## src/rtl/seq_controller.sv

```systemverilog
// Fetch/execute sequencer for the 8-bit accumulator datapath.
// Optional retire counter: define SEQ_RETIRE_COUNT_EN to add o-port retire_cnt.
module seq_controller #(
    parameter int ADDR_W  = 8,
    parameter int INSTR_W = 15,
    parameter int OPC_W   = 7,
    parameter int TIMEOUT = 15
) (
    input  logic               clk,
    input  logic               rst_n,
    input  logic               start,
    output logic               imem_req,
    output logic [ADDR_W-1:0]  imem_addr,
    input  logic [INSTR_W-1:0] imem_rdata,
    input  logic               imem_valid,
    input  logic               flag_z,
    input  logic               flag_n,
    output logic [OPC_W-1:0]   ir_opcode,
    output logic [7:0]         ir_literal,
    output logic               exec_en,
    output logic [ADDR_W-1:0]  pc_out,
    output logic               busy,
    output logic               halted,
    output logic               err
`ifdef SEQ_RETIRE_COUNT_EN
    ,
    output logic [15:0]        retire_cnt
`endif
);

    typedef enum logic [2:0] {
        S_IDLE,
        S_FETCH,
        S_EXEC,
        S_HALT,
        S_ERROR
    } state_t;

    localparam logic [OPC_W-1:0] OP_JMP = OPC_W'(7'h40);
    localparam logic [OPC_W-1:0] OP_JZ  = OPC_W'(7'h41);
    localparam logic [OPC_W-1:0] OP_JN  = OPC_W'(7'h42);
    localparam logic [OPC_W-1:0] OP_HLT = OPC_W'(7'h7F);
    localparam logic [7:0]       TMAX   = 8'(TIMEOUT - 1);

    state_t              r_state;
    state_t              w_next;
    logic [ADDR_W-1:0]   r_pc;
    logic [ADDR_W-1:0]   w_pc_next;
    logic [INSTR_W-1:0]  r_ir;
    logic [7:0]          r_timer;
    logic [OPC_W-1:0]    w_opc;
    logic [7:0]          w_lit;
    logic                w_is_jmp;
    logic                w_is_jz;
    logic                w_is_jn;
    logic                w_is_hlt;
    logic                w_ctrl;
    logic                w_take;
    logic                w_req;
    logic                w_exec;

    assign w_opc    = r_ir[OPC_W+7:8];
    assign w_lit    = r_ir[7:0];
    assign w_is_jmp = (w_opc == OP_JMP);
    assign w_is_jz  = (w_opc == OP_JZ);
    assign w_is_jn  = (w_opc == OP_JN);
    assign w_is_hlt = (w_opc == OP_HLT);
    assign w_ctrl   = w_is_jmp | w_is_jz | w_is_jn | w_is_hlt;
    assign w_take   = w_is_jmp
                    | (w_is_jz & flag_z)
                    | (w_is_jn & flag_n);

    always_ff @(posedge clk or negedge rst_n) begin
        if (!rst_n) begin
            r_state <= S_IDLE;
        end else begin
            r_state <= w_next;
        end
    end

    always_comb begin
        w_next    = r_state;
        w_pc_next = r_pc;
        w_req     = 1'b0;
        w_exec    = 1'b0;
        case (r_state)
            S_IDLE: begin
                if (start) w_next = S_FETCH;
            end
            S_FETCH: begin
                w_req = 1'b1;
                if (imem_valid) begin
                    w_next = S_EXEC;
                end else if (r_timer == TMAX) begin
                    w_next = S_ERROR;
                end
            end
            S_EXEC: begin
                w_exec = ~w_ctrl;
                w_next = w_is_hlt ? S_HALT : S_FETCH;
                // taken jumps load the literal; everything else steps
                if (w_take) begin
                    w_pc_next = ADDR_W'(w_lit);
                end else begin
                    w_pc_next = r_pc + ADDR_W'(1);
                end
            end
            S_HALT: begin
                if (start) w_next = S_FETCH;
            end
            S_ERROR: begin
                w_next = S_ERROR;
            end
            default: begin
                w_next = S_IDLE;
            end
        endcase
    end

    always_ff @(posedge clk or negedge rst_n) begin
        if (!rst_n) begin
            r_pc    <= '0;
            r_ir    <= '0;
            r_timer <= '0;
        end else begin
            r_pc <= w_pc_next;
            if (r_state == S_FETCH) begin
                if (imem_valid) begin
                    r_ir    <= imem_rdata;
                    r_timer <= '0;
                end else begin
                    r_timer <= r_timer + 8'd1;
                end
            end else begin
                r_timer <= '0;
            end
        end
    end

`ifdef SEQ_RETIRE_COUNT_EN
    logic [15:0] r_retire;

    always_ff @(posedge clk or negedge rst_n) begin
        if (!rst_n) begin
            r_retire <= '0;
        end else if (r_state == S_EXEC) begin
            r_retire <= r_retire + 16'd1;
        end
    end

    assign retire_cnt = r_retire;
`endif

    assign imem_req   = w_req;
    assign imem_addr  = r_pc;
    assign pc_out     = r_pc;
    assign exec_en    = w_exec;
    assign ir_opcode  = w_opc;
    assign ir_literal = w_lit;
    assign busy       = (r_state == S_FETCH) | (r_state == S_EXEC);
    assign halted     = (r_state == S_HALT);
    assign err        = (r_state == S_ERROR);

endmodule

```

## config.mk

```make
export PLATFORM = sky130hd
export DESIGN_NAME = seq_controller
export DESIGN_NICKNAME = d
export VERILOG_FILES = /design/src/rtl/seq_controller.sv
export SDC_FILE = /design/constraint.sdc
export NUM_CORES = 1
export LEC_CHECK = 0
export ABC_AREA = 0
export BUFFER_PORTS_ARGS = -buffer_cell sky130_fd_sc_hd__buf_4
export CAP_MARGIN = 20
export CORE_AREA = 2 2 81 83
export CTS_BUF_LIST = sky130_fd_sc_hd__clkbuf_16
export DETAILED_ROUTE_END_ITERATION = 6
export DIE_AREA = 0 0 83 85
export GPL_ROUTABILITY_DRIVEN = 0
export RECOVER_POWER = 100
export SYNTH_ARGS = -nofsm -noshare
export SYNTH_HDL_FRONTEND = slang
export SYNTH_SLANG_ARGS = --single-unit
```

## constraint.sdc

```tcl
create_clock -name clk -period 4.7 [get_ports clk]
set_input_delay 0 -clock clk [delete_from_list [all_inputs] [get_ports clk]]
set_output_delay 0 -clock clk [all_outputs]
set_load 0.1 [all_outputs]
```

; ---- Yosys cells after proc, flatten, opt, wreduce, memory -nomap -nowiden
; Index checks and enable logic that the tools add are counted.
[word_totals]
reg_bits = 34
out_inout_bits = 36
[op_classes]
n_mux = 10
bitwise = 9
add_sub_neg = 2
eq_ne = 11
n_reduce_logical = 4
[ops]
columns = cell, count
row1 = $eq 7x7->1 const B, 4
row2 = $mux 8, 3
row3 = $add 8x1->8 const B, 2
row4 = $pmux 3 s4, 1
row5 = $mux 3, 3
row6 = $eq 8x4->1 const B, 1
row7 = $eq 3x2->1 const B, 2
row8 = $or 1x1->1, 6
row9 = $reduce_and 2->1, 2
row10 = $eq 3x1->1 const B, 1
row11 = $eq 3x3->1 const B, 1
row12 = $logic_not 3->1, 1
row13 = $ne 3x3->1 const B, 1
row14 = $and 1x1->1, 2
row15 = $mux 1, 2
row16 = $mux 2, 1
row17 = $ne 2x1->1 const B, 1
row18 = $reduce_or 2->1, 1
row19 = $not 1->1, 1

; ---- Logic depth before layout (Yosys ltp)
[depth]
word_depth = 6
ltp_mapped = 7

; ---- Least setup slack after synthesis
; OpenSTA, ideal clock, no wires.
[synth_timing]
kind = register to register
from = reg r_state[2]
to = reg r_ir[9]
slack_ns = 0.850
setup_ns = 0.126
synth_period_minus_slack_ns = 3.850
arrival_ns = 3.724
stages_incl_launch_ff = 6
path_buffers = 2
path_cell_list = dfrtp_1 > nor3b_1 > and2_1 > buf_4 > buf_6 > mux2_2
[synth_via]
elab_chain_cells = 2
[synth_rtl]
columns = element, line
row1 = start: declaration, 45  ; state_t r_state;
row2 = start signal: assignment, 77  ; r_state <= w_next;
row3 = $eq 3x1->1, 127  ; if (r_state == S_FETCH) begin
row4 = $reduce_and 2->1 (no source line), n/a
row5 = end signal: assignment, 129  ; r_ir <= imem_rdata;
row6 = end: declaration, 49  ; logic [INSTR_W-1:0] r_ir;
; No other way between the ends.
; A chain may end at the register's enable or synchronous reset.

; ---- Final worst setup path
[layout_timing]
from = reg r_state[2]
to = out exec_en
[layout_via]
elab_chain_cells = 2
[layout_rtl]
columns = element, line
row1 = $eq 3x2->1, 86  ; case (r_state)
row2 = $mux 1, 86
row3 = end: declaration, 20  ; output logic exec_en,
; No other way between the ends.

==> results.yml <==
timing:
  relSlewSlack_pct: -20.8
  hold_violations: 0
  worstMarginPinSlew_ns: 1.81
  fin_skew_ns: 0.00513
  slew_viol_final: 35
  max_freq_mhz: 393
  setup_viol: 0
  setup_slack_ns: 2.16
  setup_tns_ns: 0
  rsz0062_at_grt: "false"
  min_period_ns: 2.54
  finalCritPeriodShare_pct: 54.1
route:
  wl_met2_mm: 2.04
  routedWlPerCell_um: 13.1
  drc_errors: 0
  vias_per_cell: 4.73
  drtAntennaViolNets: 0
  met1_length_mm: 1.84
  drtIter0Drc: 60
  num_vias: 1486
  top_layer_used: "met4"
  dr.pass1.iters: 4
  wl_met3_um: 202
  wirelength_mm: 4.13
global_route:
  grt_pass1_wl_mm: 6.76
  grt_pass1_vias: 1446
  track_usage_pct: 12.0
  antenna_found_initial: 0
  grt_max_degree: 35
  grt-ovfl-total: 0
final_layout:
  multi_input_area_sq_um: 816
  drive_gt1_share_pct: 18.1
  syn_to_final_growth_pct: 30.1
  final_nets: 260
  num_antenna_cells: 0
  ff_latch_area_sq_um: 851
  utilization_pct: 38.1
  nFillCells: 645
yosys:
  syn_area_per_cell_sq_um: 10.5
  syn_inst: 173
  synth_seq_area_share_pct: 46.8
  yosys_warnings: 0
  synth_fp_nets: 197
  ys_types: 39
  synth-seq-cells: 34
  synth.cell_area_sq_um: 1820
placed_design:
  io_buffers: 56
  dp_hpwl_mm: 2.89
  pre_cts_ws_ns: 2.59
worst_setup_path:
  cp_data_arrival_time_ns: 2.54
  worstSetupStartpointType: "register"
  cp.required_ns: 4.70
  slowest_stage: "clkbuf_1"
  path_class: "register to output pin"
  critical-path-top-delay-family: "simple AND/OR/NAND/NOR gates"
  crit_buf_inv: 1
  startpoint: "r_state[2]"
  timing.rr.start: "r_state[0]"
  crit_path_max_fanout: 18
  crit_chain: "or3b_1 -> nor3_1 -> clkbuf_1"
  max_stage_delay_ns: 0.89
  end_kind: "output pin"
run_status:
  violations: "max-capacitance violations, max-slew violations"
  outcome: "finished, violations left"
worst_hold_path:
  min_path_type: "input port to register"
  holdCritStartpoint: "start"
die:
  core-area_sq_um: 6200
  io-pin-count: 57
  die_w_um: 83
  initial_core_util_pct: 29.3
  num_rows: 29
  fp.dieArea_sq_um: 7060
  die_y_um: 85
clock_network:
  cts_made_buffers: 5
  cts.sinks: 34
  cts_tree: "done"
  cts_buffer_depth: 2
  clock_latency_ns: 0.28
  postCtsSetupRepairBufs: 0
  path_clk_slew_ns: 0.05
  h-tree-depth: 2
  clockRootBuffer: "clkbuf_16"
run:
  max_cap_violations: 1
-- cells by family after synthesis --
family,Yosys count,synth area share (%)
AO/OA/AOI/OAI,27,11.6
XOR/XNOR,7,3.37
flip-flops,34,46.8
adder cells (fa/ha/maj),3,2.06
AND/OR/NAND/NOR,67,20.2
multiplexers,14,8.67
buffers and inverters,21,7.29
-- through the flow --
step           cells  hold slack, ns  cell area [sq um]
6_report         314           0.112               2360
4_1_cts          314          0.0702               2520
3_5_place_dp     290         -0.0250               2220
2_1_floorplan    173          -0.296               1820
3_3_place_gp     290         -0.0245               2220
5_1_grt          314          0.0973               2360
-- area by class of cell --
type                    instances  share of cell area (%)
flip-flops and latches         34                    36.0
multi-input cells             118                    34.5
repair buffers                 73                    19.0
clock buffers                   5                    5.29
well taps                      77                    4.07
inverters                       4                   0.635
clock inverters                 3                   0.529
-- tightest hold or removal path, stage by stage --
cell and delay (ns):
buf_4 0.08, o32ai_1 0.13, o21bai_1 0.14
-- cell usage in the layout (no fill, tap or decap), drive strengths merged, types with 5 or more instances in the layout --
cell         synthesis  final
dfrtp               34     34
nor3b                5      5
inv                  4      5
o211ai               9      9
mux2                14     14
nand2               19     19
clkbuf               4     42
nor2                11     11
dlygate4sd3          0     16
buf                 13     20
xor2                 6      6
-- cells in the mapped netlist --
cell type	count	area share [%]
dfrtp_1	34	47
nand2_1	19	3.9
mux2_2	14	8.7
nor2_1	11	2.3
buf_4	10	4.1
o211ai_1	9	3.7
xor2_1	6	2.9
and2_1	4	1.4
clkbuf_1	4	0.83
inv_1	4	0.83
nand2b_1	4	1.4
nand3_1	4	1.1
nand4_1	4	1.4
nor3_1	4	1.1
nor3b_1	4	1.7
o21ai_0	4	1.1
o22ai_1	4	1.4
a21oi_1	3	0.83
ha_1	3	2.1
and4b_1	2	1.1
buf_6	2	1.2
nor2b_1	2	0.69
o311ai_2	2	1.8
a21boi_0	1	0.41
a221o_1	1	0.55
and3_1	1	0.34
and4_1	1	0.48
buf_2	1	0.28
nor3b_2	1	0.69
nor4_1	1	0.34
o21bai_1	1	0.41
o31a_1	1	0.48
o32ai_2	1	0.89
or2_0	1	0.34
or3_1	1	0.34
or3_4	1	0.62
or3b_1	1	0.48
or4_4	1	0.62
xnor2_1	1	0.48
-- final timing paths --
kind	slack (ns)	depth (start not counted)	to
max	2.16	3	exec_en
min	0.11	3	r_state[2]
max reg2reg	2.37	3	r_ir[14]
min reg2reg	0.50	1	r_timer[0]
max in group asynchronous	2.90	2	r_state[0]
min in group asynchronous	0.75	2	r_timer[1]
-- registers in the layout, indices dropped and copies added, names as in the netlist --
signal,cells
r_ir,15
imem_addr,8
r_timer,8
r_state,3
-- timing repair --
item | in CTS | in global routing
gates resized for setup | 0 | 0
hold endpoints to repair | 49 | 0
hold buffers | 16 | 0
-- per-layer routing --
layer,GRT usage (%),up-vias
li1,-,731
met1,14.7,720
met3,3.70,4
met4,4.47,0
met2,19.9,31
met5,0,-
Power is left out: the tool's default activity adds up to more than one toggle a clock period on the data nets, which glitch-free logic cannot reach.
